<file path="config.mk">
export PLATFORM = sky130hd
export DESIGN_NAME = omsp_spm_cmd_seq
export DESIGN_NICKNAME = d
export VERILOG_FILES = /design/src/rtl/omsp_spm_cmd_seq.sv
export SDC_FILE = /design/constraint.sdc
export NUM_CORES = 1
export LEC_CHECK = 0
export CAP_MARGIN = 20
export CORE_MARGIN = 2
export CORE_UTILIZATION = 26
export CTS_CLUSTER_DIAMETER = 100
export DETAILED_ROUTE_END_ITERATION = 10
export PLACE_DENSITY = 0.54
export SYNTH_ARGS = -nofsm -noshare
export SYNTH_HDL_FRONTEND = slang
export SYNTH_SLANG_ARGS = --single-unit
</file>
<file path="constraint.sdc">
create_clock -name mclk -period 7.93 [get_ports mclk]
set_input_delay 2.379 -clock mclk [delete_from_list [all_inputs] [get_ports mclk]]
set_output_delay 2.379 -clock mclk [all_outputs]
set_load 0.1 [all_outputs]
</file>
<file path="src/rtl/omsp_spm_cmd_seq.sv">
// SPM command sequencer: turns protect/unprotect/query commands
// into SPM control strobes and a single buffered response.
module omsp_spm_cmd_seq #(
  parameter logic [2:0] QRY_FIRST_CODE = 3'd1
) (
  input  logic        mclk,
  input  logic        puc_rst,
  input  logic        cmd_valid,
  output logic        cmd_ready,
  input  logic [1:0]  cmd_op,
  input  logic [15:0] cmd_arg0,
  input  logic [15:0] cmd_arg1,
  input  logic [15:0] cmd_arg2,
  input  logic [15:0] cmd_arg3,
  input  logic [15:0] cmd_sel,
  output logic        update_spm,
  output logic        enable_spm,
  output logic [15:0] r12,
  output logic [15:0] r13,
  output logic [15:0] r14,
  output logic [15:0] r15,
  output logic [15:0] spm_select,
  output logic [2:0]  data_request,
  input  logic        violation,
  input  logic        spm_select_valid,
  input  logic [15:0] requested_data,
  output logic        rsp_valid,
  input  logic        rsp_ready,
  output logic [1:0]  rsp_status,
  output logic [15:0] rsp_data0,
  output logic [15:0] rsp_data1,
  output logic [15:0] rsp_data2,
  output logic [15:0] rsp_data3
);

  typedef enum logic [2:0] {
    IDLE, ISSUE, QSEL, QREAD, RESP
  } state_t;

  localparam logic [1:0] OP_PROT = 2'b00;
  localparam logic [1:0] OP_QRY  = 2'b10;
  localparam logic [1:0] OP_BAD  = 2'b11;

  localparam logic [1:0] ST_OK    = 2'b00;
  localparam logic [1:0] ST_VIOL  = 2'b01;
  localparam logic [1:0] ST_NOSPM = 2'b10;
  localparam logic [1:0] ST_BADOP = 2'b11;

  state_t      state, state_nxt;
  logic [1:0]  k;
  logic [1:0]  op_q;
  logic [15:0] arg0_q, arg1_q, arg2_q, arg3_q;
  logic [15:0] sel_q;
  logic [1:0]  status_q;
  logic [15:0] data_q [4];

  assign rsp_status = status_q;
  assign rsp_data0  = data_q[0];
  assign rsp_data1  = data_q[1];
  assign rsp_data2  = data_q[2];
  assign rsp_data3  = data_q[3];

  // State register
  always_ff @(posedge mclk or posedge puc_rst) begin
    if (puc_rst) state <= IDLE;
    else         state <= state_nxt;
  end

  // Next-state decode and state-driven outputs
  always_comb begin
    state_nxt    = state;
    cmd_ready    = 1'b0;
    update_spm   = 1'b0;
    enable_spm   = 1'b0;
    r12          = '0;
    r13          = '0;
    r14          = '0;
    r15          = '0;
    spm_select   = '0;
    data_request = '0;
    rsp_valid    = 1'b0;
    unique case (state)
      IDLE: begin
        cmd_ready = ~puc_rst;
        if (cmd_valid) begin
          unique case (cmd_op)
            OP_QRY:  state_nxt = QSEL;
            OP_BAD:  state_nxt = RESP;
            default: state_nxt = ISSUE;
          endcase
        end
      end
      ISSUE: begin
        update_spm = 1'b1;
        enable_spm = (op_q == OP_PROT);
        r12        = arg0_q;
        r13        = arg1_q;
        r14        = arg2_q;
        r15        = arg3_q;
        state_nxt  = RESP;
      end
      QSEL: begin
        spm_select = sel_q;
        state_nxt  = spm_select_valid ? QREAD : RESP;
      end
      QREAD: begin
        spm_select   = sel_q;
        data_request = QRY_FIRST_CODE + {1'b0, k};
        if (k == 2'd3) state_nxt = RESP;
      end
      RESP: begin
        rsp_valid = 1'b1;
        if (rsp_ready) state_nxt = IDLE;
      end
      default: state_nxt = IDLE;
    endcase
  end

  // Command capture, beat counter and response buffer
  always_ff @(posedge mclk or posedge puc_rst) begin
    if (puc_rst) begin
      k        <= '0;
      op_q     <= '0;
      arg0_q   <= '0;
      arg1_q   <= '0;
      arg2_q   <= '0;
      arg3_q   <= '0;
      sel_q    <= '0;
      status_q <= '0;
      for (int i = 0; i < 4; i++) data_q[i] <= '0;
    end else begin
      unique case (state)
        IDLE: begin
          if (cmd_valid) begin
            op_q   <= cmd_op;
            arg0_q <= cmd_arg0;
            arg1_q <= cmd_arg1;
            arg2_q <= cmd_arg2;
            arg3_q <= cmd_arg3;
            sel_q  <= cmd_sel;
            if (cmd_op == OP_BAD) begin
              status_q <= ST_BADOP;
              for (int i = 0; i < 4; i++) data_q[i] <= '0;
            end
          end
        end
        ISSUE: begin
          if (op_q == OP_PROT && violation) status_q <= ST_VIOL;
          else                              status_q <= ST_OK;
        end
        QSEL: begin
          k <= '0;
          if (!spm_select_valid) begin
            status_q <= ST_NOSPM;
            for (int i = 0; i < 4; i++) data_q[i] <= '0;
          end
        end
        QREAD: begin
          data_q[k] <= requested_data;
          k         <= k + 2'd1;
          if (k == 2'd3) status_q <= ST_OK;
        end
        default: ;
      endcase
    end
  end

endmodule

</file>
* After elaboration in Yosys (flattened, before gate mapping) *
Index checks and enable logic that the tools add are counted.

word-level totals
  word-level logic and storage cells = 73
  output and inout port bits = 153
  register bits = 153
  input port bits = 104

operators by class
  mux-type cells = 30
  eq/ne operators = 12
  bitwise operators = 2
  add/subtract/negate cells = 2
  $lt $le $gt $ge = 2
  reduce and logical (&&, ||, !) cells = 12

operators by type and width
  operator                                                               number
  64-bit two-way mux                                                     3
  64-bit one-hot mux with 3 select lines                                 1
  16-bit two-way mux                                                     6
  64-bit bitwise mux                                                     1
  16-bit demux with 2-bit select                                         1
  3-bit two-way mux                                                      5
  3-bit one-hot mux with 5 select lines                                  1
  2-bit != test, second input constant                                   5
  2-bit two-way mux                                                      4
  2-bit one-hot mux with 4 select lines                                  1
  2-bit equality test, second input constant                             3
  3-bit by 2-bit equality test with 1-bit output, second input constant  2
  3-bit one-hot mux with 2 select lines                                  1
  1-bit two-way mux                                                      5
  5-bit AND reduction                                                    1
  2-bit one-hot mux with 2 select lines                                  1
  4-bit AND reduction                                                    1
  4-bit nonzero test                                                     1
  1-bit by 2-bit adder with 3-bit output, first input constant           1
  3-bit by 1-bit equality test with 1-bit output, second input constant  1
  3-bit equality test, second input constant                             1
  3-bit greater-or-equal comparator, second input constant               1
  3-bit logical NOT                                                      1
  3-bit by 1-bit < comparator with 1-bit output, second input constant   1
  other kinds (10)                                                       11

* Depth between registers and ports, before layout *
Gate-level depths: netlist (run 1).

  depth after elaboration = 7
  gate-level depth with buffers = 6
  gate-level depth less buffers = 5

* Worst setup path before layout (run 1) *
No wires, ideal clock.

  path type = input to output
  from = in puc_rst
  to = out cmd_ready
  path slack = 0.354 ns
  stages on the path = 1
  data arrival time = 5.197 ns
  required time = 5.551 ns
  cell sequence = nor4_1

between the ends
  longest elaborated chain between the ends = 2

RTL lines
  item               line  text
  start, declared    7     input logic puc_rst,
  1-bit NOT          84    cmd_ready = ~puc_rst;
  1-bit two-way mux  82    unique case (state)
  end, declared      9     output logic cmd_ready,

Every way passes these cells.

* Final worst setup path (run 1) *
Same ends and word-level chain as after synthesis.

==> results.py, run 1 <==
metrics = {
    "setup_path": {
        "worstSetupStartpointType": "input pin",
        "rr_worst_depth": 3,
        "rr_startpoint": "state[1]$_DFFE_PP0P_",
        "critPathArrivalTime_ps": 3510,
        "worst_setup_path_end_kind": "primary output",
        "r2r_end": "arg0_q[5]$_DFFE_PP0P_",
        "cp.required_ps": 5550,
        "critPathMaxFanout": 2,
        "reg2reg_slack_ps": 5070,
        "path_class": "input pin to primary output",
    },
    "timing": {
        "tightest_slew_ps": 1080,
        "slew_violations": 0,
        "fin_crit_sh_pct": 74.2,
        "slew_headroom_pct": 27.7,
        "fin_setup_tns_ps": 0,
        "hold_viol_final": 0,
        "finalCriticalPeriod_ps": 5890,
        "max_freq_ghz": 0.170,
        "finalSetupViolations": 0,
        "rsz0062_at_grt": "false",
        "fin_skew_ps": 7.52,
    },
    "finish": {
        "nNetsFinal": 822,
        "final_cells": 1050,
        "area_delta_synth_final_pct": 53.2,
        "drive_gt1_share_pct": 5.92,
        "fillers": 2292,
        "diodes": 0,
        "utilization_pct": 40.5,
    },
    "hold_path": {
        "min_to": "arg0_q[1]$_DFFE_PP0P_",
        "hold_class": "register to register",
        "worstHoldStart": "arg0_q[1]$_DFFE_PP0P_",
        "hold_path_depth": 1,
    },
    "place": {
        "dp_cells": 1018,
        "place_congestion": 0.766,
        "hpwlAfterDp_mm": 13.6,
        "portBuffers": 256,
    },
    "yosys": {
        "synth-edff-count": 0,
        "ys_types": 34,
        "synth-seq-cells": 153,
        "muxShareOfSynthArea_pct": 14.4,
        "synth.cell_area_mm2": 0.00641,
        "synth_top_family_by_area": "multiplexers",
        "synth_top_area_share_pct": 59.7,
        "synth_compound_area_share_pct": 10.6,
        "yosys.area_share.simple_pct": 11.0,
        "avgSynthCellArea_um2": 13.7,
        "yosys.area_share.adder_pct": 0.780,
        "yosys_warnings": 0,
        "seq_area_frac_synth_pct": 59.7,
        "synthArstFlopShare_pct": 100,
        "netlist_instances": 467,
        "synth_fp_nets": 575,
        "ys.flop_type": "dfrtp_1",
        "synth_area_leaders": "dfrtp_1 60%, mux2_1 14%, a22o_1 8.7%, and2_1 7.9%, buf_6 1.4%",
        "yosysTopAreaCell": "dfrtp_1",
        "synth_xor_area_share_pct": 0,
    },
    "floorplan": {
        "initial_core_util_pct": 26.4,
        "die_h_um": 161,
        "die_w_um": 161,
        "core_area_mm2": 0.0242,
        "io_pins": 257,
        "die_area_mm2": 0.0259,
        "rows": 57,
    },
    "cts": {
        "hold_buffers": 0,
        "htreeDepth": 4,
        "cts_tree": "built",
        "cts_sinks": 153,
        "clk_path_buf_depth": 2,
        "postCtsResizedCells": 0,
        "cts-root-buf": "clkbuf_16",
        "clkLatencyLatePin_ps": 420,
        "cts_buffers": 17,
        "post-cts-setup-buffers": 0,
        "cts.clk_slew.worst_paths_ps": 60,
    },
    "grt": {
        "grt_start_max_net_pins": 97,
        "grt_pass1_vias": 4988,
        "grt_overflow": 0,
        "grt_use_total_pct": 14.8,
        "antenna_found_initial": 0,
        "grt_pass1_wl_mm": 30.0,
    },
    "drt": {
        "drtIter0Drc": 218,
        "drt-total-wl_mm": 19.1,
        "wl_per_cell_um": 18.2,
        "viasPerCell": 4.49,
        "drc": 0,
        "drtAntennaViolNets": 0,
        "drtPass1Iterations": 4,
        "via_count": 4717,
    },
    "run": {
        "drv_cap": 0,
    },
    "pwr": {
        "ir_worst_vdd_uv": 200,
        "p_leak_uw": 0.00416,
        "powerDensity_mw_per_mm2": 380,
    },
    "outcome": {
        "run_status": "finished, final reports clean",
    },
}
==> sequential cells by signal, summed over array words and instances (netlist names) <==
signal	flops
arg1_q	16
sel_q	16
arg3_q	16
k	2
arg2_q	16
rsp_status	2
rsp_data3	16
rsp_data2	16
rsp_data0	16
arg0_q	16
rsp_data1	16
op_q	2
state	3
==> worst max-delay path, cell delays in order <==
cell and delay (ps):
clkdlybuf4s50_1 500, nor4_1 270, buf_4 350
==> how the worst max path moves through the flow <==
stage,endpoint,slack (ps),cells past startpoint,from
CTS,cmd_ready,2020,3,puc_rst
global route,cmd_ready,1950,3,puc_rst
floorplan,cmd_ready,350,1,puc_rst
finish,cmd_ready,2040,3,puc_rst
detailed placement,cmd_ready,2030,3,puc_rst
global placement,cmd_ready,2090,3,puc_rst
==> synth_stat cells (all sizes together) (2+ instances only) <==
master  number
nor2b        6
nand2b       2
nor2         4
nand2        5
and2        81
a21oi        3
a21o         3
and3         5
clkbuf      10
ha           4
nor3         2
o21ai        5
buf         22
inv          4
dfrtp      153
mux2        82
a31oi        3
a22o        64
==> final cells by class <==
cell class	instances	area (um2)	area share, %
multi-input cells	278	2350	24.0
clock buffers	18	429	4.37
flip-flops and latches	153	3830	39.0
inverters	4	20.0	0.204
well taps	324	405	4.13
repair buffers	260	2590	26.4
clock inverters	13	194	1.97
==> layout by cell type, fill, tap and decap left out <==
| cell | instances |
|---|---|
| inv_1 | 3 |
| ha_1 | 4 |
| o21ai_0 | 1 |
| clkbuf_1 | 1 |
| nor3_1 | 2 |
| o32a_2 | 1 |
| nor2b_2 | 1 |
| mux2_1 | 82 |
| a22o_1 | 64 |
| inv_6 | 4 |
| a21o_1 | 3 |
| bufinv_16 | 4 |
| nand3_1 | 1 |
| buf_4 | 5 |
| and3_1 | 5 |
| clkinvlp_4 | 3 |
| clkinv_4 | 1 |
| inv_8 | 1 |
| a31oi_1 | 2 |
| nor4bb_1 | 1 |
| nand4b_1 | 1 |
| clkbuf_16 | 17 |
| nor4_1 | 1 |
| nor2b_1 | 5 |
| clkdlybuf4s50_1 | 255 |
| o21ai_1 | 1 |
| and2_1 | 81 |
| nor2_1 | 4 |
| dfrtp_1 | 153 |
| nand2b_1 | 2 |
| nor4b_4 | 1 |
| nand3b_1 | 1 |
| a21oi_1 | 3 |
| and2b_1 | 1 |
| o21ai_2 | 3 |
| nand2_1 | 5 |
| a211oi_1 | 1 |
| a31oi_2 | 1 |
| clkinv_2 | 1 |
==> cells by family after synthesis <==
| group | after synthesis |
|---|---|
| flip-flops | 153 |
| AND/OR/NAND/NOR | 112 |
| multiplexers | 82 |
| AO/OA/AOI/OAI | 80 |
| buffers and inverters | 36 |
| adder cells (fa/ha/maj) | 4 |
==> through the flow <==
stage	total power (uW)	area, um2	worst slack (ps)	hold slack [ps]
finish	3730	9820	2040	475
global route	3910	9820	1950	491
CTS	3770	9810	2020	482
detailed placement	2890	9190	2030	467
global placement	2850	9190	2090	458
floorplan	2480	6410	354	449
==> layer usage <==
layer  vias up  part of all wire, %  GRT usage (%)  wire [um]
met5         -                    0              0          0
met1      2415                   42           18.4       8070
met3        15                  4.3           3.21        818
met2       137                   52           26.1       9990
li1       2150                    -              -          -
met4         0                  1.2           4.02        227
==> where the power goes <==
group / internal, uW / switching [uW] / total, uW
Clock: 530 / 336 / 867
Combinational: 484 / 1210 / 1690
Sequential: 1040 / 131 / 1170
Power figures use the tool's default switching activity.
==> run 2, diff against run 1 <==
==> constraint.sdc (replaced) <==
create_clock -name mclk -period 5.9 [get_ports mclk]
set_input_delay 1.77 -clock mclk [delete_from_list [all_inputs] [get_ports mclk]]
set_output_delay 1.77 -clock mclk [all_outputs]
set_load 0.1 [all_outputs]
==> run 2 against run 1 <==
  * Combinational power increased by 33%
  * Clock power increased by 34%
  * Cell count increased by 0.48%
  * Register-to-register slack got worse by 1700 ps
  * Total power increased by 34%
  * Sequential share of layout area increased by 0.55 points
  * Utilization decreased by 0.57 points
  * Via count increased by 0.68%
  * Cell area decreased by 1.4%
  * Sequential power increased by 34%
  * Critical path type is now register to primary output
  * Critical endpoint is now data_request[2]
  * Largest cell class unchanged
==> results.py, run 2 (synthesis gave the netlist of run 1 again) <==
metrics = {
    "drt": {
        "drtPass1Iterations": 4,
        "viasPerCell": 4.50,
        "drt-total-wl_mm": 19.2,
        "wl_per_cell_um": 18.2,
        "drc": 0,
        "drtAntennaViolNets": 0,
        "via_count": 4749,
        "drtIter0Drc": 210,
    },
    "grt": {
        "grt_pass1_wl_mm": 29.8,
        "grt_start_max_net_pins": 107,
        "grt_use_total_pct": 14.8,
        "grt_pass1_vias": 5021,
        "antenna_found_initial": 0,
        "grt_overflow": 0,
    },
    "cts": {
        "postCtsResizedCells": 0,
        "clk_path_buf_depth": 2,
        "cts.clk_slew.worst_paths_ps": 70,
        "cts_sinks": 153,
        "cts_buffers": 17,
        "cts_tree": "built",
        "hold_buffers": 0,
        "post-cts-setup-buffers": 0,
        "cts-root-buf": "clkbuf_16",
        "htreeDepth": 4,
        "clkLatencyLatePin_ps": 420,
    },
    "floorplan": {
        "initial_core_util_pct": 26.4,
        "die_h_um": 161,
        "die_w_um": 161,
        "io_pins": 257,
        "die_area_mm2": 0.0259,
        "core_area_mm2": 0.0242,
        "rows": 57,
    },
    "timing": {
        "rsz0062_at_grt": "false",
        "slew_violations": 0,
        "tightest_slew_ps": 1080,
        "finalCriticalPeriod_ps": 4730,
        "hold_viol_final": 0,
        "max_freq_ghz": 0.211,
        "fin_skew_ps": 9.49,
        "slew_headroom_pct": 27.5,
        "fin_setup_tns_ps": 0,
        "fin_crit_sh_pct": 80.2,
        "finalSetupViolations": 0,
    },
    "setup_path": {
        "cp.required_ps": 4130,
        "cp-endpoint": "data_request[2]",
        "worstSetupStartpointType": "register",
        "crit_start": "state[0]$_DFFE_PP0P_",
        "rr_worst_depth": 3,
        "reg2reg_slack_ps": 3390,
        "critPathArrivalTime_ps": 2960,
        "critPathMaxFanout": 17,
        "r2r_end": "rsp_data3[2]$_DFFE_PP0P_",
        "worst_setup_path_end_kind": "primary output",
        "path_class": "register to primary output",
        "rr_startpoint": "state[1]$_DFFE_PP0P_",
    },
    "run": {
        "drv_cap": 0,
    },
    "place": {
        "placed_cell_area_mm2": 0.00902,
        "place_congestion": 0.744,
        "portBuffers": 256,
        "hpwlAfterDp_mm": 13.6,
    },
    "finish": {
        "final_cell_mix": "174 x clkdlybuf4s50_1, 153 x dfrtp_1, 87 x buf_4, 82 x mux2_1, 81 x and2_1",
        "drive_gt1_share_pct": 17.9,
        "utilization_pct": 39.9,
        "nNetsFinal": 825,
        "area_delta_synth_final_pct": 51.0,
        "layout_commonest_cell": "clkdlybuf4s50_1",
        "final_cell_area_mm2": 0.00968,
    },
    "pwr": {
        "p_leak_uw": 0.00435,
        "ir_worst_vdd_uv": 157,
        "powerDensity_mw_per_mm2": 515,
        "total_power_uw": 4990,
    },
    "hold_path": {
        "hold_class": "register to register",
    },
    "outcome": {
        "run_status": "finished, final reports clean",
    },
}
run 2: power breakdown:
part	internal [uW]	switching (uW)	total, uW
logic	622	1630	2250
clock network	689	475	1160
registers	1400	180	1570
run 2: final cells by class:
type,instances,area [um2]
antenna,1,2.50
clock buffer,18,439
clock inverter,14,184
fill,2373,14600
inverter,4,20.0
multi-input combinational,278,2360
sequential,153,3830
tap,324,405
timing repair buffer,263,2440
run 2: metal layers:
layer / vias up / wire length [um] / global-route usage, % / share of wire, %
li1: 2150 / - / - / -
met1: 2422 / 7790 / 18.0 / 41
met2: 148 / 10100 / 25.9 / 52
met3: 29 / 806 / 2.59 / 4.2
met4: 0 / 528 / 6.21 / 2.7
met5: - / 0 / 0 / 0
run 2: worst max-delay path: stages (launching register included):
cell and delay (ps):
dfrtp_1 590, nor2b_2 340, and3_1 190, buf_4 240, clkdlybuf4s50_1 1170
run 2: worst min path at each step:
stage | start | endpoint | slack (ps) | cells after the start
finish | arg3_q[15]$_DFFE_PP0P_ | arg3_q[15]$_DFFE_PP0P_ | 470 | 1
global route | sel_q[8]$_DFFE_PP0P_ | sel_q[8]$_DFFE_PP0P_ | 500 | 1
CTS | arg3_q[15]$_DFFE_PP0P_ | arg3_q[15]$_DFFE_PP0P_ | 480 | 1
detailed placement | arg2_q[1]$_DFFE_PP0P_ | arg2_q[1]$_DFFE_PP0P_ | 470 | 1
global placement | arg1_q[7]$_DFFE_PP0P_ | arg1_q[7]$_DFFE_PP0P_ | 460 | 1
floorplan | arg0_q[1]$_DFFE_PP0P_ | arg0_q[1]$_DFFE_PP0P_ | 450 | 1
run 2: per-stage QoR:
stage | hold slack (ps) | cells | setup slack (ps)
floorplan | 449 | 467 | 8.55
global placement | 459 | 1020 | 1330
detailed placement | 466 | 1020 | 1350
CTS | 481 | 1052 | 1140
global route | 496 | 1054 | 1020
finish | 474 | 1055 | 1170
